**config.mk**
```make
export PLATFORM = sky130hd
export DESIGN_NAME = alu_mul_sequencer_flat
export DESIGN_NICKNAME = d
export VERILOG_FILES = /design/src/rtl/alu_mul_sequencer_if.sv /design/src/rtl/alu_mul_sequencer.sv /design/src/flat_wrapper.sv
export SDC_FILE = /design/constraint.sdc
export NUM_CORES = 1
export LEC_CHECK = 0
export ABC_AREA = 1
export CAP_MARGIN = 20
export CORE_MARGIN = 1
export CORE_UTILIZATION = 40
export CTS_CLUSTER_DIAMETER = 150
export CTS_CLUSTER_SIZE = 12
export DETAILED_ROUTE_END_ITERATION = 12
export PLACE_DENSITY = 0.82
export SLEW_MARGIN = 20
export SYNTH_ARGS = -nofsm -noshare
export SYNTH_HDL_FRONTEND = slang
export SYNTH_SLANG_ARGS = --single-unit
```
**constraint.sdc**
```tcl
create_clock -name clk -period 1.8 [get_ports clk]
set_clock_uncertainty 0.1 [all_clocks]
set_input_delay 0.27 -clock clk [delete_from_list [all_inputs] [get_ports clk]]
set_output_delay 0.27 -clock clk [all_outputs]
set_load 0.01 [all_outputs]
```
**src/rtl/alu_mul_sequencer_if.sv**
```systemverilog
// alu_mul_sequencer_if
//   Request/response bundle between the execute stage and the multi-cycle
//   multiplier sequencer.
//   Optional feature macro: SIGNED_MUL_EN (adds mul_signed).
//
//   start         requester -> sequencer   request, honoured only when idle
//   multiplicand  requester -> sequencer   operand A (N bits)
//   multiplier    requester -> sequencer   operand B (N bits)
//   mul_signed    requester -> sequencer   signed request (SIGNED_MUL_EN only)
//   busy          sequencer -> requester   iteration in progress
//   done          sequencer -> requester   one-cycle completion pulse
//   product       sequencer -> requester   {hi,lo}, 2N bits
interface alu_mul_sequencer_if #(
   parameter int N = 32
);
   logic           start;
   logic [N-1:0]   multiplicand;
   logic [N-1:0]   multiplier;
`ifdef SIGNED_MUL_EN
   logic           mul_signed;
`endif
   logic           busy;
   logic           done;
   logic [2*N-1:0] product;

`ifdef SIGNED_MUL_EN
   modport master (
      output start, multiplicand, multiplier, mul_signed,
      input  busy, done, product
   );
   modport slave (
      input  start, multiplicand, multiplier, mul_signed,
      output busy, done, product
   );
`else
   modport master (
      output start, multiplicand, multiplier,
      input  busy, done, product
   );
   modport slave (
      input  start, multiplicand, multiplier,
      output busy, done, product
   );
`endif
endinterface

```
**src/rtl/alu_mul_sequencer.sv**
```systemverilog
// alu_mul_sequencer
//   Multi-cycle N x N -> 2N shift-add multiplier that borrows the shared
//   execute-stage ALU instead of owning an adder. One ALU add per RUN cycle;
//   the ALU is combinational, so its result is consumed in the same cycle.
//   Optional feature macro: SIGNED_MUL_EN (signed operands via magnitudes).
//
//   clk         in   clock, rising edge
//   reset       in   synchronous, active-high
//   bus         slave modport of alu_mul_sequencer_if (start/operands/
//               busy/done/product)
//   alu_a       out  ALU Number1
//   alu_b       out  ALU Number2
//   alu_ctrl    out  ALU AluControl, fixed ADD
//   alu_result  in   ALU Result
//   alu_flags   in   ALU flags {N,Z,C,V}; only C is used
//
//   state   | meaning
//   --------+----------------------------------------------------------
//   ST_IDLE | waiting for start; product held
//   ST_RUN  | one add-and-shift per cycle, count 0..N-1
//   ST_DONE | done pulse for one cycle, start ignored
module alu_mul_sequencer #(
   parameter int N = 32
) (
   input  logic                clk,
   input  logic                reset,
   alu_mul_sequencer_if.slave  bus,
   output logic [N-1:0]        alu_a,
   output logic [N-1:0]        alu_b,
   output logic [2:0]          alu_ctrl,
   input  logic [N-1:0]        alu_result,
   input  logic [3:0]          alu_flags
);

   localparam int             CW     = (N > 1) ? $clog2(N) : 1;
   localparam logic [CW-1:0]  LAST   = CW'(N - 1);
   localparam logic [CW-1:0]  ONE_C  = CW'(1);

   typedef enum logic [1:0] {
      ST_IDLE = 2'd0,
      ST_RUN  = 2'd1,
      ST_DONE = 2'd2
   } state_t;

   state_t         state_q, state_d;
   logic [CW-1:0]  count_q, count_d;
   logic [N-1:0]   hi_q, hi_d;
   logic [N-1:0]   lo_q, lo_d;
   logic [N-1:0]   mcand_q, mcand_d;
   logic [2*N-1:0] step;

`ifdef SIGNED_MUL_EN
   localparam logic [N-1:0]   ONE_N  = N'(1);
   localparam logic [2*N-1:0] ONE_2N = (2*N)'(1);
   logic           sign_q, sign_d;
   logic [N-1:0]   a_mag, b_mag;
`endif

   // V, N and Z are irrelevant for an unsigned add that can never overflow
   // 2N bits; the name keeps them out of unused-signal reports.
   logic unused_flags;
   assign unused_flags = ^{alu_flags[3:2], alu_flags[0]};

   // ALU drive: only RUN borrows the adder; otherwise present a quiet ADD 0+0.
   assign alu_ctrl = 3'b000;
   assign alu_a    = (state_q == ST_RUN) ? hi_q : '0;
   assign alu_b    = ((state_q == ST_RUN) && lo_q[0]) ? mcand_q : '0;

   assign bus.busy    = (state_q == ST_RUN);
   assign bus.done    = (state_q == ST_DONE);
   assign bus.product = {hi_q, lo_q};

   // Carry is bit N of the partial sum; the whole 2N+1-bit value shifted right
   // by one is exactly {C, sum, lo[N-1:1]}.
   assign step = {alu_flags[1], alu_result, lo_q[N-1:1]};

   always_comb begin
      state_d = state_q;
      count_d = count_q;
      hi_d    = hi_q;
      lo_d    = lo_q;
      mcand_d = mcand_q;
`ifdef SIGNED_MUL_EN
      sign_d  = sign_q;
      a_mag   = bus.multiplicand;
      b_mag   = bus.multiplier;
`endif
      case (state_q)
         ST_IDLE: begin
            if (bus.start) begin
               state_d = ST_RUN;
               count_d = '0;
               hi_d    = '0;
`ifdef SIGNED_MUL_EN
               if (bus.mul_signed) begin
                  // The most-negative value negates to 2^(N-1), which is
                  // still exact as an unsigned N-bit magnitude.
                  if (bus.multiplicand[N-1]) a_mag = ~bus.multiplicand + ONE_N;
                  if (bus.multiplier[N-1])   b_mag = ~bus.multiplier + ONE_N;
                  sign_d = bus.multiplicand[N-1] ^ bus.multiplier[N-1];
               end else begin
                  sign_d = 1'b0;
               end
               mcand_d = a_mag;
               lo_d    = b_mag;
`else
               mcand_d = bus.multiplicand;
               lo_d    = bus.multiplier;
`endif
            end
         end
         ST_RUN: begin
            count_d      = count_q + ONE_C;
            {hi_d, lo_d} = step;
            if (count_q == LAST) begin
               state_d = ST_DONE;
`ifdef SIGNED_MUL_EN
               // Sign is applied on the final iteration so latency matches
               // the unsigned case.
               if (sign_q) {hi_d, lo_d} = ~step + ONE_2N;
`endif
            end
         end
         ST_DONE: begin
            state_d = ST_IDLE;
         end
         default: begin
            state_d = ST_IDLE;
         end
      endcase
   end

   always_ff @(posedge clk) begin
      if (reset) begin
         state_q <= ST_IDLE;
         count_q <= '0;
         hi_q    <= '0;
         lo_q    <= '0;
         mcand_q <= '0;
`ifdef SIGNED_MUL_EN
         sign_q  <= 1'b0;
`endif
      end else begin
         state_q <= state_d;
         count_q <= count_d;
         hi_q    <= hi_d;
         lo_q    <= lo_d;
         mcand_q <= mcand_d;
`ifdef SIGNED_MUL_EN
         sign_q  <= sign_d;
`endif
      end
   end

endmodule
```
**src/flat_wrapper.sv**
```systemverilog
// flat-port wrapper written by rule: the top's interface ports become plain ports
module alu_mul_sequencer_flat 
#(
   parameter int N = 32
)
  (clk, reset, alu_a, alu_b, alu_ctrl, alu_result, alu_flags, bus_start, bus_multiplicand, bus_multiplier, bus_busy, bus_done, bus_product);
  alu_mul_sequencer_if #(.N(N)) bus_i ();
  input  logic clk;
  input  logic reset;
  output logic [N-1:0] alu_a;
  output logic [N-1:0] alu_b;
  output logic [2:0] alu_ctrl;
  input  logic [N-1:0] alu_result;
  input  logic [3:0] alu_flags;
  input wire logic [$bits(bus_i.start)-1:0] bus_start;
  input wire logic [$bits(bus_i.multiplicand)-1:0] bus_multiplicand;
  input wire logic [$bits(bus_i.multiplier)-1:0] bus_multiplier;
  output wire logic [$bits(bus_i.busy)-1:0] bus_busy;
  output wire logic [$bits(bus_i.done)-1:0] bus_done;
  output wire logic [$bits(bus_i.product)-1:0] bus_product;
  assign bus_i.start = bus_start;
  assign bus_i.multiplicand = bus_multiplicand;
  assign bus_i.multiplier = bus_multiplier;
  assign bus_busy = bus_i.busy;
  assign bus_done = bus_i.done;
  assign bus_product = bus_i.product;
  alu_mul_sequencer #(.N(N)) u_core (.clk(clk), .reset(reset), .bus(bus_i), .alu_a(alu_a), .alu_b(alu_b), .alu_ctrl(alu_ctrl), .alu_result(alu_result), .alu_flags(alu_flags));
endmodule
```
==> summary.json <==
{
  "synth": {
    "postSynth.asyncResetShare_pct": 0,
    "netlist-cell-type-count": 18,
    "synth_most_common_cell": "sky130_fd_sc_hd__nand2_1",
    "number_of_instances_in_the_synthesized_netlist": 704,
    "synth_top_flop_cell": "sky130_fd_sc_hd__dfxtp_1",
    "synth_top_cells_by_count": "172 x sky130_fd_sc_hd__nand2_1, 132 x sky130_fd_sc_hd__nor2_1, 103 x sky130_fd_sc_hd__dfxtp_1",
    "synth_area_leaders": "sky130_fd_sc_hd__dfxtp_1 45%, sky130_fd_sc_hd__nand2_1 14%, sky130_fd_sc_hd__nor2_1 11%",
    "ys_ff_latch": 103,
    "netlist_area_mm2": 0.00457,
    "synth_edf_count": 0,
    "yosysTopAreaCell": "sky130_fd_sc_hd__dfxtp_1",
    "yosysWarningCount": 0,
    "synthDominantCellAreaShare_pct": 45.1,
    "seq_area_frac_synth_pct": 45.1,
    "synthesis.area_per_instance_um2": 6.49
  },
  "worst_setup_path": {
    "worst-r2r-cell-count": 8,
    "critical_path.reg2reg.startpoint": "u_core.state_q[1]",
    "worst_setup_path_start_kind": "flop",
    "worstSetupStartpoint": "u_core.state_q[0]",
    "crit_path_to": "alu_b[19]",
    "reg2reg_setup_slack_ns": 0.26,
    "crit_path_end_kind": "output port",
    "path_class": "flop to output port",
    "critPathArrivalTime_ns": 1.43,
    "worst_r2r_endpoint": "u_core.lo_q[0]",
    "cp_max_fo": 11,
    "critical_path_required_ns": 1.43
  },
  "layout": {
    "layout-area-overhead-vs-synth_pct": 57.8,
    "filler_cells": 1019,
    "final-instance-count-excl-fill": 1062,
    "final_net_count": 1021,
    "drive_above_1_share_pct": 9.01
  },
  "run_status": {
    "violations": "setup timing",
    "status": "finished, violations left"
  },
  "timing": {
    "period_needed_ns": 1.80,
    "unrepaired_setup_endpoints_after_global_routing": "yes",
    "period_share_pct": 100,
    "fmaxAchievable_mhz": 555,
    "timing_max_transition_violations_final": 0,
    "final_worst_setup_slack_ns": -0.000554,
    "finalSetupViolCount": 1,
    "final_hold_vios": 0,
    "worst_hold_slack_ns": 0.353
  },
  "power": {
    "design_power_total_w": 0.00566,
    "power.share.combinational_pct": 20.4,
    "total_switching_power_w": 0.00149,
    "internal_power_of_the_cells_w": 0.00417,
    "power.clock.fraction_pct": 35.0,
    "peakVddDrop_mv": 0.648,
    "powerDensity_mw_per_mm2": 785,
    "switching_share_pct": 26.4,
    "seq_power_share_pct": 44.6,
    "p_leak_nw": 3.15
  },
  "grt": {
    "grt_max_degree": 66,
    "global_route.usage.total_pct": 20.9,
    "grt-ovfl-total": 0,
    "grt_antenna_before_repair": 1,
    "number_of_global_route_vias_before_repair": 4261,
    "first_pass_grt_wire_length_um": 19700
  },
  "detailed_routing": {
    "vias": 4736,
    "avgViaCountPerCell": 4.46,
    "postRouteAntennaNets": 0,
    "routedWlPerCell_um": 12.0,
    "remaining_drc_errors": 0,
    "dr.first_iter.drc_count": 244,
    "totalWireLength_um": 12700,
    "iteration_count_of_the_initial_detailed_routing_pass": 4
  },
  "die": {
    "core_area_mm2": 0.0110,
    "start_util_pct": 41.6,
    "chipHeight_um": 109,
    "io_pins": 236,
    "chipWidth_um": 109,
    "die_area_mm2": 0.0119,
    "floorplan.rows": 38
  },
  "clock_tree": {
    "worstSkewPairLatency_ns": 0.33,
    "max-clock-path-buffers": 2,
    "postCtsHoldBufs": 0,
    "cts-htree-levels": 3,
    "tritoncts": "built",
    "cts_root_buffer": "sky130_fd_sc_hd__clkbuf_16",
    "cts.clk_slew.worst_paths_ns": 0.07,
    "cts_buffers": 9,
    "numClockSinks": 103
  },
  "placed_design": {
    "routability_congestion": 0.760,
    "dpl.hpwl_um": 8980,
    "place.port_buffers": 229,
    "placedCellCount": 1040
  },
  "hold_path": {
    "min-delay-path-class": "flop to flop"
  },
  "flow_run": {
    "maxCapViolCount": 0
  }
}
-- routing by layer --
layer  part of all wire, %  track usage, %  wire length (um)  vias up
li1                      -               -                 -     2544
met4                   1.3            5.69               161        0
met5                     0               0                 0        -
met1                    44            25.3              5560     2054
met2                    49            36.7              6250      126
met3                   5.7            4.96               725       12
-- worst max-delay path, stage by stage, from the launching register on --
cell	delay [ns]
sky130_fd_sc_hd__dfxtp_1	0.37
sky130_fd_sc_hd__nand2_4	0.09
sky130_fd_sc_hd__inv_4	0.07
sky130_fd_sc_hd__nand2_4	0.07
sky130_fd_sc_hd__buf_12	0.14
sky130_fd_sc_hd__buf_12	0.14
sky130_fd_sc_hd__nor2_1	0.08
sky130_fd_sc_hd__buf_2	0.13
-- repair_timing --
action / 4_1_cts / 5_1_grt
pin swaps: 1 / 1
resized for setup: 172 / 16
setup buffers: 2 / 2
setup endpoints to repair: 66 / 19
gates cloned: 1 / 0
-- layout by cell type (no fill, tap or decap), drive strengths merged --
cell type,instances
a21oi,70
buf,51
bufinv,1
clkbuf,12
clkdlybuf4s15,4
clkdlybuf4s50,163
clkinv,1
clkinvlp,1
conb,3
dfxtp,103
diode,1
dlygate4sd2,29
ha,2
inv,105
nand2,173
nand3,2
nand4,1
nor2,132
nor3,2
o21ai,66
-- power by group through the flow --
stage                     Sequential, W  Combinational, W  Clock (W)
after floorplan                 0.00261          0.000523          0
after global placement          0.00257           0.00114          0
after detailed placement        0.00258           0.00115          0
after CTS                       0.00253           0.00115    0.00204
after global routing            0.00254           0.00130    0.00213
final                           0.00252           0.00115    0.00198
-- registers in the layout (all words and copies together) (netlist names) --
name / cells
u_core.hi_q: 32
u_core.lo_q: 32
u_core.mcand_q: 32
u_core.count_q: 5
u_core.state_q: 2
-- logic make-up (layout without fill, tap and decap cells) --
kind of cell,Yosys count,in the layout,synth area share [%]
compound gates,136,136,14.9
fa+ha+maj,2,2,0.547
buf+inv,152,367,13.7
flops,103,103,45.1
other cells,1,4,0.0820
simple gates,310,310,25.7
-- metrics by stage --
stage	utilization, %	cell area (um^2)	TNS (ns)	setup WS (ns)
after floorplan	-	4580	0	0.470
after detailed placement	63.6	6990	-0.0630	-0.0479
after CTS	65.3	7170	-0.300	-0.0414
final	65.7	7220	-0.000554	-0.000554
after global routing	65.7	7210	-0.954	-0.0822
after global placement	63.6	6990	0	0.0454
-- cell type report --
type / count / area, um^2 / share of cell area, %
timing repair buffer: 248 / 2340 / 32.4
clock buffer: 11 / 243 / 3.36
clock inverter: 5 / 63.8 / 0.884
inverter: 103 / 389 / 5.39
antenna: 1 / 2.50 / 0.0347
sequential: 103 / 2060 / 28.6
tap: 140 / 175 / 2.43
multi-input combinational: 451 / 1940 / 26.9
-- worst min path at each step --
stage                            start                 end  depth (start not counted)
global route        u_core.mcand_q[28]  u_core.mcand_q[28]                          2
CTS                  u_core.mcand_q[3]   u_core.mcand_q[3]                          2
finish              u_core.mcand_q[15]  u_core.mcand_q[15]                          2
global placement    u_core.mcand_q[10]  u_core.mcand_q[10]                          2
detailed placement  u_core.mcand_q[28]  u_core.mcand_q[28]                          2
floorplan                alu_result[1]      u_core.hi_q[0]                          2
Power figures use the tool's default switching activity.
